==> src/rtl/lfsr.sv <==
// lfsr: parameterised Fibonacci linear-feedback shift register.
// The register shifts left with the feedback bit entering at bit 0.
// An all-zero state (only reachable through a zero SEED) is escaped on the
// next enabled clock. The output comes straight from the state flops.
module lfsr #(
    parameter int unsigned WIDTH = 10,
    parameter logic [31:0] SEED  = 32'h0000_0001,
    parameter logic [31:0] TAPS  = 32'h0000_0240
) (
    input  logic             clk,
    input  logic             rst,
    input  logic             en,
    output logic [WIDTH-1:0] out
);

    // Only the low WIDTH bits of the seed and tap mask are meaningful.
    localparam logic [WIDTH-1:0] SEED_W = SEED[WIDTH-1:0];
    localparam logic [WIDTH-1:0] TAPS_W = TAPS[WIDTH-1:0];
    localparam logic [WIDTH-1:0] ZERO_W = {WIDTH{1'b0}};
    localparam logic [WIDTH-1:0] ONE_W  = {{(WIDTH-1){1'b0}}, 1'b1};

    // Value loaded when leaving the all-zero lock-up state. A zero seed
    // would leave the register stuck, so fall back to 1 in that case.
    localparam logic [WIDTH-1:0] RECOVER_W = (SEED_W == ZERO_W) ? ONE_W : SEED_W;

    // Feedback bit: parity of the tapped state bits.
    function automatic logic feedback_f(input logic [WIDTH-1:0] s);
        return ^(s & TAPS_W);
    endfunction

    // Power-up value in simulation is the seed. Hardware holds an
    // unspecified value until the first reset edge.
    logic [WIDTH-1:0] state_q = SEED_W;
    logic [WIDTH-1:0] state_d;

    // Next-state selection: hold, lock-up recovery, or one shift step.
    always_comb begin
        state_d = state_q;
        if (!en) begin
            state_d = state_q;
        end else if (state_q == ZERO_W) begin
            state_d = RECOVER_W;
        end else begin
            state_d = {state_q[WIDTH-2:0], feedback_f(state_q)};
        end
    end

    // State register. Reset is synchronous and overrides the enable.
    always_ff @(posedge clk) begin
        if (rst) begin
            state_q <= SEED_W;
        end else begin
            state_q <= state_d;
        end
    end

    assign out = state_q;

endmodule

==> config.mk <==
export PLATFORM = sky130hd
export DESIGN_NAME = lfsr
export DESIGN_NICKNAME = d
export VERILOG_FILES = /design/src/rtl/lfsr.sv
export SDC_FILE = /design/constraint.sdc
export NUM_CORES = 1
export LEC_CHECK = 0
export CORE_AREA = 2 2 39 41
export CTS_CLUSTER_DIAMETER = 50
export DETAILED_ROUTE_END_ITERATION = 10
export DIE_AREA = 0 0 41 43
export GPL_TIMING_DRIVEN = 0
export MAX_ROUTING_LAYER = met4
export PLACE_DENSITY = 0.53
export SYNTH_ARGS = -nofsm -noshare
export SYNTH_HDL_FRONTEND = slang
export SYNTH_SLANG_ARGS = --single-unit
==> constraint.sdc <==
create_clock -name clk -period 1.4 [get_ports clk]
set_clock_uncertainty 0.1 [all_clocks]
set_input_delay 0.21 -clock clk [delete_from_list [all_inputs] [get_ports clk]]
set_output_delay 0.21 -clock clk [all_outputs]
set_load 0.01 [all_outputs]
Word-level counts from Yosys, hierarchy flattened
Index checks and enable logic that the tools add are counted.
{"block": "op_classes", "reduce_logical": 2, "mux": 1}
{"operator": "$logic_not 10->1", "n": 1}
{"operator": "$mux 10", "n": 1}
{"operator": "$reduce_xor 10->1", "n": 1}
{"block": "totals", "ff_bits": 10, "inputBits": 3}

Longest topological paths before layout
{"block": "logic_depth", "depth_word": 2, "depth_mapped": 4, "depth_no_buf": 3}

Least setup slack after synthesis
OpenSTA, ideal clock, no wires.
{"block": "synth_path", "path_kind": "register to register", "from": "register state_q[8], in the netlist out[8]", "to": "register state_q[0], in the netlist out[0]", "setup_ns": 0.122, "path_slack_ns": 0.413, "period_less_slack_ns": 0.987, "n_path_buf": 0, "t_required_ns": 1.178, "stages_incl_launch_ff": 4, "arrival_ns": 0.765, "cell_sequence": "dfxtp_1 nor4_2 a211oi_1 o21ai_1"}
{"block": "synth_between", "elab_chain_len": 2}
{"item": "start: declaration", "line": "33", "text": "logic [WIDTH-1:0] state_q = SEED_W;"}
{"item": "start signal: assignment", "line": "53", "text": "state_q <= state_d;"}
{"item": "$logic_not 10->1", "line": "41", "text": "end else if (state_q == ZERO_W) begin"}
{"item": "$mux 10", "line": "41"}
Every way passes these cells.
A chain may end at the register's enable or synchronous reset.

Worst setup path after layout
{"block": "layout_path", "from": "register state_q[1], in the netlist out[1]", "to": "output out[1]"}
{"item": "end: declaration", "line": "13", "text": "output logic [WIDTH-1:0] out"}
No word-level cell between the ends.

==> run summary <==
Initial Util -> 28.1%
H-tree depth -> 1
commonest non-fill, non-tap cells in the layout -> 10 x dlygate4sd2_1, 9 x mux2i_1, 9 x nor2_1, 6 x dfxtp_1, 4 x dfxtp_2
Slowest-stage cell, CP -> dfxtp_1
Hold Slack -> 235 ps
Critical Path RT -> 1090 ps
Tot GR Track Use -> 11.8%
gpl congestion -> 0.642
post-route ant nets -> 0
die area -> 1760 µm²
count of final setup violators -> 0
layout cells sized above 1 -> 20.8%
Worst slew margin -> 69.6%
sequential share of power -> 49.1%
core region area -> 1380 µm²
Critical Path Stages -> 1
largest net degree at the start of global routing -> 11
syn avg cell area -> 10.2 µm²
post-route setup slack -> 130 ps
Max Fclk -> 788 MHz
Tot Pwr -> 0.613 mW
Net Sw Frac -> 22.3%
peak supply drop -> 0.000387 V
Syn-to-layout area delta -> 40.8%
Static Leakage -> 0.274 nW
WP buf/inv -> 1
I/O pins -> 13
Synth Register Bits -> 10
CP Capture Type -> primary output
DRC Markers -> 0
First-pass DRT Iterations -> 4
Post-Syn Area -> 389 µm²
Max FO, Critical Path -> 4
Final Util -> 39.6%
fillers -> 152
Mapped Cells -> 38
synth warn -> 0
Clock Sinks -> 10
TritonCTS clock tree -> done
Net Switching -> 0.137 mW
Clock Latency Late Sink -> 270 ps
Seq/Total Area, Yosys -> 51.4%
WL/cell -> 11.7 µm
ANT cells -> 0
CTS Hold Bufs -> 0
initial antenna violation count -> 0
Crit path max-delay family -> flip-flops
Clock Power Share -> 42.7%
via count -> 311
clock root cell -> clkbuf_4
Syn Nets -> 41
Internal Power -> 0.476 mW
setup tns final -> 0 ps
critical path type -> flop to primary output
number of cell rows -> 14
Routed WL -> 806 µm
Startpoint Class -> flop
HP Class -> primary input to flop
final worst path period share -> 90.7%
Worst Path Arrival -> 960 ps
first-pass GRT wire length -> 1260 µm
Comb pwr share -> 8.2%
pre-CTS setup slack -> -21.3 ps
Yosys cell types -> 11
number of DRC markers in iteration 0 -> 4
Final Critical Period -> 1270 ps
Die H -> 43 µm
Die W -> 41 µm
Hold Fails Final Rpt -> 0
crit-path max cell delay -> 400 ps
Final #Nets -> 57
Slew @ Worst Pin -> 456 ps
DR vias/cell -> 4.51
grt ovf -> 0
worst hold path stage count -> 2
commonest non-fill, non-tap cell in the layout -> dlygate4sd2_1
outcome -> finished, final reports clean
Clock transition at path regs -> 70 ps
Max Cap Violations -> 0
Power per Cell Area -> 1120 nW/µm²
RSZ-0062 raised after global routing -> false
max reg flops -> 10
clk buf depth -> 2
worst reg2reg path depth -> 3
port bufs -> 11
fin. max-slew vios -> 0
TritonCTS Buffers -> 3
crit-path cells -> dlygate4sd2_1
number of global-route vias before repair -> 300
## through the flow
step | instances | area, µm²
after detailed placement | 65 | 519
after floorplan | 38 | 389
final | 69 | 548
after global placement | 65 | 519
after CTS | 69 | 548
after global routing | 69 | 548
## cells in the mapped netlist
library cell / count / area share [%]
clkbuf_1: 1 / 0.96
a211oi_1: 1 / 1.9
nand2_1: 2 / 1.9
buf_4: 1 / 1.9
mux2i_1: 9 / 23
a21oi_1: 1 / 1.3
nor2_1: 9 / 8.7
nor4_2: 2 / 6.4
o21ai_1: 1 / 1.3
inv_1: 1 / 0.96
dfxtp_1: 10 / 51
## routing by layer
| layer | GRT usage, % | vias to the layer above | wire length (µm) |
|---|---|---|---|
| met5 | - | - | 0 |
| met4 | 12.0 | 0 | 17 |
| met3 | 4.71 | 2 | 40 |
| met2 | 13.1 | 10 | 366 |
| met1 | 14.6 | 141 | 382 |
| li1 | - | 158 | - |
## power by group through the flow
stage | clock network (mW) | logic [mW] | registers, mW
detailed placement | 0 | 0.0560 | 0.307
global placement | 0 | 0.0557 | 0.307
finish | 0.262 | 0.0504 | 0.301
global route | 0.286 | 0.0547 | 0.302
floorplan | 0 | 0.0297 | 0.309
CTS | 0.275 | 0.0511 | 0.301
## worst reg2reg max path, cell delays in order, from the launching register on
cell and delay, ps:
dfxtp_1 340, nor4_2 290, a211oi_1 100, o21ai_1 140
## worst paths after layout
| check | slack (ps) | start | to |
|---|---|---|---|
| max | 130 | out[1]$_SDFFE_PP0P_ | out[1] |
| max reg2reg | 360 | out[2]$_SDFFE_PP0P_ | out[0]$_SDFFE_PP1P_ |
| min reg2reg | 430 | out[8]$_SDFFE_PP0P_ | out[8]$_SDFFE_PP0P_ |
| min | 240 | rst | out[3]$_SDFFE_PP0P_ |
## layout make-up
cell class                      instances  area, µm²  share of cell area (%)
Sequential cell                        10        205                    37.4
Tap cell                               16       20.0                    3.65
Timing Repair Buffer                   11       97.6                    17.8
Multi-Input combinational cell         25        174                    31.7
Buffer                                  2       11.3                    2.05
Clock buffer                            4       36.3                    6.62
Inverter                                1       3.75                   0.685
## cell families (layout without fill, tap and decap cells)
kind of cell    count (synthesis)  count (layout)  synth area share [%]
flops                          10              10                  51.4
mux                             9               9                  23.2
compound gates                  3               3                  4.50
buf+inv                         3              18                  3.86
simple gates                   13              13                  17.0
## repair_timing
item / 4_1_cts / 5_1_grt
buffers inserted: 0 / 0
endpoints found under the setup margin: 10 / 0
gates resized for setup: 14 / 0
(Power assumes the default switching activity.)
